==> src/rtl/vga_pkg.sv <==
// Shared timing constants, coordinate types and lock-FSM states for the
// VGA loopback receiver.
package vga_pkg;

    // Nominal 640x480 geometry expressed in clk50 cycles / lines.
    localparam int HTOTAL  = 1600;
    localparam int HACTIVE = 1280;
    localparam int VACTIVE = 480;
    localparam int VTOTAL  = 525;

    // Default lit threshold applied to each colour channel.
    localparam logic [7:0] LIT_THRESH_DEFAULT = 8'h80;

    typedef logic [10:0] xcoord_t;
    typedef logic [9:0]  ycoord_t;

    typedef enum logic [1:0] {
        ACQUIRE = 2'd0,
        MEASURE = 2'd1,
        TRACK   = 2'd2
    } lock_state_t;

endpackage

==> src/rtl/vga_edge_sync.sv <==
// Input stage: samples the VGA bus once (s_*), keeps a second copy (s_*_d)
// and derives the blank/vsync edge strobes from the pair.
module vga_edge_sync (
    input  logic       clk50,
    input  logic       reset,
    input  logic [7:0] vga_r,
    input  logic [7:0] vga_g,
    input  logic [7:0] vga_b,
    input  logic       vga_hs,
    input  logic       vga_vs,
    input  logic       vga_blank_n,
    output logic [7:0] s_r,
    output logic [7:0] s_g,
    output logic [7:0] s_b,
    output logic       s_blank,
    output logic       blank_rise,
    output logic       blank_fall,
    output logic       vs_fall
);

    logic s_hs;
    logic s_vs;
    logic s_vs_d;
    logic s_blank_d;

    // Syncs idle high out of reset so release never fakes a vsync edge.
    always_ff @(posedge clk50 or posedge reset) begin
        if (reset) begin
            s_r       <= '0;
            s_g       <= '0;
            s_b       <= '0;
            s_hs      <= 1'b1;
            s_vs      <= 1'b1;
            s_blank   <= 1'b0;
            s_vs_d    <= 1'b1;
            s_blank_d <= 1'b0;
        end else begin
            s_r       <= vga_r;
            s_g       <= vga_g;
            s_b       <= vga_b;
            s_hs      <= vga_hs;
            s_vs      <= vga_vs;
            s_blank   <= vga_blank_n;
            s_vs_d    <= s_vs;
            s_blank_d <= s_blank;
        end
    end

    // Line geometry is taken from blank_n; hsync is sampled but not decoded.
    logic unused_hs;
    assign unused_hs = s_hs;

    assign blank_rise =  s_blank & ~s_blank_d;
    assign blank_fall = ~s_blank &  s_blank_d;
    assign vs_fall    = ~s_vs    &  s_vs_d;

endmodule

==> src/rtl/vga_pixel_locator.sv <==
// Decodes the VGA output bus back into the first lit pixel of each frame,
// counts lit samples and verifies line/frame geometry.
//
// Output handshake: frame_done is a one-cycle valid strobe with no ready;
// hit_valid, hit_x, hit_y, lit_count and err_* change only in the cycle
// frame_done is high and are stable until the next strobe.
module vga_pixel_locator
    import vga_pkg::*;
#(
    parameter logic [7:0] LIT_THRESH  = LIT_THRESH_DEFAULT,
    parameter int          EXP_HTOTAL  = HTOTAL,
    parameter int          EXP_HACTIVE = HACTIVE,
    parameter int          EXP_VACTIVE = VACTIVE
) (
    input  logic        clk50,
    input  logic        reset,
    input  logic [7:0]  vga_r,
    input  logic [7:0]  vga_g,
    input  logic [7:0]  vga_b,
    input  logic        vga_hs,
    input  logic        vga_vs,
    input  logic        vga_blank_n,
    output logic        locked,
    output logic        frame_done,
    output logic        hit_valid,
    output xcoord_t     hit_x,
    output ycoord_t     hit_y,
    output logic [19:0] lit_count,
    output logic        err_htotal,
    output logic        err_hactive,
    output logic        err_vactive,
    output lock_state_t dbg_state
);

    logic [7:0] s_r, s_g, s_b;
    logic       s_blank, blank_rise, blank_fall, vs_fall;

    vga_edge_sync u_sync (
        .clk50       (clk50),
        .reset       (reset),
        .vga_r       (vga_r),
        .vga_g       (vga_g),
        .vga_b       (vga_b),
        .vga_hs      (vga_hs),
        .vga_vs      (vga_vs),
        .vga_blank_n (vga_blank_n),
        .s_r         (s_r),
        .s_g         (s_g),
        .s_b         (s_b),
        .s_blank     (s_blank),
        .blank_rise  (blank_rise),
        .blank_fall  (blank_fall),
        .vs_fall     (vs_fall)
    );

    xcoord_t     h_pos, h_now;
    logic [11:0] line_per;
    ycoord_t     v_line, v_now;
    logic        first_rise;
    logic        lit;

    logic        found, found_n;
    xcoord_t     w_x, w_x_n;
    ycoord_t     w_y, w_y_n;
    logic [19:0] w_count, w_count_n;

    logic        pend_htotal, pend_hactive, pend_vactive;
    logic        pend_htotal_n, pend_hactive_n, pend_vactive_n;
    logic        any_err;

    lock_state_t state, state_next;
    logic        publish, lock_set, lock_clr;

    // Column of the current s_* sample: the sample at blank_rise is x = 0.
    assign h_now = blank_rise ? '0 : h_pos + 1'b1;

    // Line index as seen after this cycle's blank_fall, so a coincident
    // vs_fall judges the old frame including that edge.
    assign v_now = (blank_fall && v_line != '1) ? v_line + 1'b1 : v_line;

    assign lit = s_blank & ((s_r >= LIT_THRESH) | (s_g >= LIT_THRESH) |
                            (s_b >= LIT_THRESH));

    // Working capture and pending errors as they stand after this cycle.
    always_comb begin
        found_n        = found | lit;
        w_x_n          = w_x;
        w_y_n          = w_y;
        w_count_n      = w_count;
        pend_htotal_n  = pend_htotal;
        pend_hactive_n = pend_hactive;
        pend_vactive_n = pend_vactive;
        if (lit && !found) begin
            w_x_n = h_now;
            w_y_n = v_line;
        end
        if (lit && w_count != 20'hFFFFF) begin
            w_count_n = w_count + 1'b1;
        end
        if (blank_rise && !first_rise && line_per != 12'(EXP_HTOTAL - 1)) begin
            pend_htotal_n = 1'b1;
        end
        if (blank_fall && h_pos != xcoord_t'(EXP_HACTIVE - 1)) begin
            pend_hactive_n = 1'b1;
        end
        if (vs_fall && v_now != ycoord_t'(EXP_VACTIVE)) begin
            pend_vactive_n = 1'b1;
        end
    end

    assign any_err = pend_htotal_n | pend_hactive_n | pend_vactive_n;

    // Horizontal/vertical position and line-period counters.
    always_ff @(posedge clk50 or posedge reset) begin
        if (reset) begin
            h_pos      <= '0;
            line_per   <= '0;
            v_line     <= '0;
            first_rise <= 1'b1;
        end else begin
            if (s_blank) begin
                h_pos <= h_now;
            end
            if (blank_rise) begin
                line_per <= '0;
            end else if (line_per != 12'hFFF) begin
                line_per <= line_per + 1'b1;
            end
            v_line <= vs_fall ? '0 : v_now;
            if (vs_fall) begin
                first_rise <= 1'b1;
            end else if (blank_rise) begin
                first_rise <= 1'b0;
            end
        end
    end

    // Working capture and pending errors, cleared at every vs_fall.
    always_ff @(posedge clk50 or posedge reset) begin
        if (reset) begin
            found        <= 1'b0;
            w_x          <= '0;
            w_y          <= '0;
            w_count      <= '0;
            pend_htotal  <= 1'b0;
            pend_hactive <= 1'b0;
            pend_vactive <= 1'b0;
        end else if (vs_fall) begin
            found        <= 1'b0;
            w_x          <= '0;
            w_y          <= '0;
            w_count      <= '0;
            pend_htotal  <= 1'b0;
            pend_hactive <= 1'b0;
            pend_vactive <= 1'b0;
        end else begin
            found        <= found_n;
            w_x          <= w_x_n;
            w_y          <= w_y_n;
            w_count      <= w_count_n;
            pend_htotal  <= pend_htotal_n;
            pend_hactive <= pend_hactive_n;
            pend_vactive <= pend_vactive_n;
        end
    end

    // Lock FSM state register.
    always_ff @(posedge clk50 or posedge reset) begin
        if (reset) begin
            state <= ACQUIRE;
        end else begin
            state <= state_next;
        end
    end

    // Lock FSM transitions; every decision is taken at vs_fall.
    always_comb begin
        state_next = state;
        publish    = 1'b0;
        lock_set   = 1'b0;
        lock_clr   = 1'b0;
        if (vs_fall) begin
            case (state)
                ACQUIRE: state_next = MEASURE;
                MEASURE: begin
                    if (!any_err) begin
                        state_next = TRACK;
                        lock_set   = 1'b1;
                    end
                end
                TRACK: begin
                    publish = 1'b1;
                    if (any_err) begin
                        state_next = MEASURE;
                        lock_clr   = 1'b1;
                    end
                end
                default: state_next = ACQUIRE;
            endcase
        end
    end

    assign dbg_state = state;

    // Published results, lock flag and sticky error outputs.
    always_ff @(posedge clk50 or posedge reset) begin
        if (reset) begin
            locked      <= 1'b0;
            frame_done  <= 1'b0;
            hit_valid   <= 1'b0;
            hit_x       <= '0;
            hit_y       <= '0;
            lit_count   <= '0;
            err_htotal  <= 1'b0;
            err_hactive <= 1'b0;
            err_vactive <= 1'b0;
        end else begin
            frame_done <= publish;
            if (lock_set) begin
                locked <= 1'b1;
            end else if (lock_clr) begin
                locked <= 1'b0;
            end
            if (publish) begin
                hit_valid <= found_n;
                if (found_n) begin
                    hit_x <= w_x_n;
                    hit_y <= w_y_n;
                end
                lit_count   <= w_count_n;
                err_htotal  <= err_htotal  | pend_htotal_n;
                err_hactive <= err_hactive | pend_hactive_n;
                err_vactive <= err_vactive | pend_vactive_n;
            end
        end
    end

endmodule
==> config.mk <==
export PLATFORM = sky130hd
export DESIGN_NAME = vga_pixel_locator
export DESIGN_NICKNAME = d
export VERILOG_FILES = /design/src/rtl/vga_pkg.sv /design/src/rtl/vga_edge_sync.sv /design/src/rtl/vga_pixel_locator.sv
export SDC_FILE = /design/constraint.sdc
export NUM_CORES = 1
export LEC_CHECK = 0
export ABC_AREA = 1
export ABC_CLOCK_PERIOD_IN_PS = 8000
export CORE_AREA = 4 4 135 137
export CTS_CLUSTER_SIZE = 20
export DETAILED_ROUTE_END_ITERATION = 12
export DIE_AREA = 0 0 139 141
export HOLD_SLACK_MARGIN = 0.08
export PLACE_DENSITY = 0.6
export SLEW_MARGIN = 10
export SYNTH_ARGS = -nofsm -noshare
export SYNTH_HDL_FRONTEND = slang
export SYNTH_SLANG_ARGS = --single-unit
==> constraint.sdc <==
create_clock -name clk50 -period 8 [get_ports clk50]
set_input_delay 2.4 -clock clk50 [delete_from_list [all_inputs] [get_ports clk50]]
set_output_delay 2.4 -clock clk50 [all_outputs]
set_load 0.1 [all_outputs]
==> metrics.md <==
| Metric | Value |
|---|---|
| Outcome | finished clean |
| PD cells | 345 nW/um2 |
| Die height | 141 um |
| Grt ovf | 0 |
| Clock sink total | 135 |
| Slew @ Worst Pin | 1040 ps |
| Die Area | 19600 um2 |
| Wire length on met2 | 5.44 mm |
| CTS tree | done |
| Dominant cell type by area after synthesis | dfrtp_1 |
| Mux contribution to synthesized area | 0.681% |
| CP endpoint kind | output port |
| Synthesized area per cell | 8.75 um2 |
| Synth top area share | 56.2% |
| Max frequency | 229 MHz |
| Synth-to-layout area growth | 24.5% |
| Max FO, Critical Path | 4 |
| Synth async-reset ratio | 100% |
| Setup TNS | 0 ps |
| Post-Synth XOR/XNOR Area | 3.13% |
| Synth Area in Compound Gates | 9.98% |
| Vias per cell | 4.64 |
| Synth cell types | 34 |
| Bufs on Longest Clock Path | 2 |
| Crit path cell chain | clkdlybuf4s50_1 |
| GRT Total Usage | 13.3% |
| Total Wirelength | 12.2 mm |
| Ranking of synthesized cells by area | dfrtp_1, nand2_1, o21ai_0, nor2_1, inv_1 |
| Mapped Area | 5880 um2 |
| Layout cell share with drive strength beyond 1 | 7.43% |
| Bufs and invs on worst path | 1 |
| Slew Viols, Final | 0 |
| Most frequent cell after synthesis | nand2_1 |
| Layout Utilization | 42.9% |
| Hold Fails Final Rpt | 0 |
| Max Used Layer | met4 |
| Vias in the first global route | 4406 |
| Die Span X | 139 um |
| Top post-synthesis cells by count | nand2_1, dfrtp_1, nor2_1, o21ai_0, inv_1 |
| Top FF cell, synth | dfrtp_1 |
| FF+latch count, synth | 135 |
| Initial core utilization | 34.5% |
| Root Buffer Master | clkbuf_16 |
| Max incr delay on CP | 1160 ps |
| Sequential fraction of the synthesis area | 57.5% |
| Initial antenna violation count | 0 |
| Setup Skew | 3.87 ps |
| DRT Pass-1 Iters | 4 |
| Synth Instances | 672 |
| Crit-path leading delay family | buffers and inverters |
| Worst EP arrival | 1960 ps |
| First-pass GRT wire length | 21.2 mm |
| RSZ-0062 raised after global routing | no |
| N_diodes | 0 |
| # Max-Cap Violations | 0 |
| IO Port Bufs | 55 |
| Non-Filler Instances | 965 |
| Pin count of the biggest net entering global routing | 76 |
| Rows | 48 |
| Final setup fails | 0 |
| Iteration-0 DRC Markers | 184 |
| Worst path depth | 1 |
| NumNets Final | 760 |
| Final worst-path cycle share | 54.5% |
| Hold crit path type | flip-flop to flip-flop |
| Detailed Place HPWL | 8.13 mm |
| Area of the core | 17100 um2 |
| Syn nets | 705 |
| Placed insts | 933 |
| Wire length per cell | 12.6 um |
| Setup bufs post-CTS | 0 |
| Routability congestion estimate | 0.821 |
| Critical Path Start Type | flip-flop |
| R2R cell count | 16 |
| YS warnings | 0 |
| CTS Hold Bufs | 0 |
| Met1 WL | 6.04 mm |
| Post-synth EDFFs | 0 |
| Critical Path RT | 5600 ps |
| Clock buffer count from CTS | 17 |
| CP max-delay cell | clkdlybuf4s50_1 |
| Fill cell instance count of the final layout | 1741 |
| Drc violations | 0 |
| Via count | 4480 |
| Post-cts sizing count | 0 |
| Post-route ant nets | 0 |
| Slew headroom | 30.5% |
| Peak VDD IR | 0.260 mV |
| Post-synthesis adder-cell area fraction | 0.851% |
| H-Tree Depth | 4 |
| CP Class | flip-flop to output port |
| Post-synthesis simple-gate area fraction | 22.6% |
| Largest family of logic cells by synthesized area | simple AND/OR/NAND/NOR gates |
| Leakage power | 0.00328 uW |
| Hold depth | 0 |
| Met3 Routed Length | 563 um |
| Reg clk slew, reported paths | 50 ps |
| Worst-Skew Late Latency | 420 ps |
| Boundary Pins | 78 |
| Fin crit period | 4360 ps |
cell usage in the layout, fill, tap and decap left out, drive strengths merged:
| cell type | synthesis | routed |
|---|---|---|
| a2111oi | 1 | 1 |
| a21o | 1 | 1 |
| a21oi | 15 | 15 |
| a31o | 1 | 1 |
| buf | 4 | 4 |
| bufinv | 0 | 5 |
| clkbuf | 19 | 20 |
| clkdlybuf4s50 | 0 | 55 |
| clkinv | 0 | 6 |
| clkinvlp | 0 | 1 |
| dfrtp | 132 | 132 |
| dfstp | 3 | 3 |
| ha | 4 | 4 |
| inv | 57 | 57 |
| mux2i | 4 | 4 |
| nand2 | 155 | 155 |
| nand3 | 38 | 38 |
| nand3b | 1 | 1 |
| nand4 | 10 | 10 |
| nor2 | 95 | 95 |
| nor3 | 15 | 15 |
| nor4 | 1 | 1 |
| o211a | 1 | 1 |
| o21ai | 89 | 89 |
| o21bai | 3 | 3 |
| o221ai | 1 | 1 |
| or3 | 1 | 1 |
| xnor2 | 7 | 7 |
| xor2 | 14 | 14 |
flip-flops by register name, summed over array words and instances, names as in the netlist, 2 cells and up:
name	count
w_y	10
line_per	12
lit_count	20
hit_x	11
v_line	10
w_x	11
w_count	20
hit_y	10
dbg_state	2
h_pos	11
layout make-up:
cell class | instances | area [um2] | area share, %
well taps | 225 | 282 | 3.85
multi-input cells | 457 | 2200 | 30.1
inverters | 57 | 219 | 2.99
flip-flops and latches | 135 | 3380 | 46.2
clock buffers | 20 | 457 | 6.24
clock inverters | 12 | 199 | 2.72
repair buffers | 59 | 581 | 7.93
where the power goes:
group          internal [uW]  switching (uW)  total, uW
combinational            176             646        821
sequential               789            59.7        849
clock                    569             288        857
cells by family (layout without fill, tap and decap cells):
logic type,count (synthesis),in the layout
xor gates and xnor gates,21,21
adders and majority gates,4,4
muxes,4,4
buffers and inverters,80,148
DFF,135,135
and+or+nand+nor,316,316
AOI/OAI and AO/OA,112,112
stage by stage:
stage          setup slack (ps)  power [uW]  instance area, um2  hold slack, ps
2_1_floorplan              1990        1490                5880             354
3_3_place_gp               3740        1680                6670             374
3_5_place_dp               3740        1690                6670             377
4_1_cts                    3600        2550                7320             385
5_1_grt                    3570        2640                7320             390
6_report                   3640        2530                7320             383
final timing paths:
| check | startpoint | end | slack [ps] |
|---|---|---|---|
| hold reg to reg | u_sync.s_vs | u_sync.s_vs_d | 380 |
| max in group asynchronous | reset | h_pos[9] | 4290 |
| min in group asynchronous | reset | line_per[4] | 2470 |
| setup / recovery | dbg_state[1] | dbg_state[1] | 3640 |
| hold / removal | u_sync.s_vs | u_sync.s_vs_d | 380 |
| setup reg to reg | u_sync.s_blank | dbg_state[1] | 5330 |
per-layer routing:
layer / vias to the layer above / track usage [%]
li1: 2302 / -
met1: 2089 / 17.8
met2: 76 / 20.4
met3: 13 / 4.38
met4: 0 / 4.63
met5: - / 0
Power figures use the tool's default switching activity.
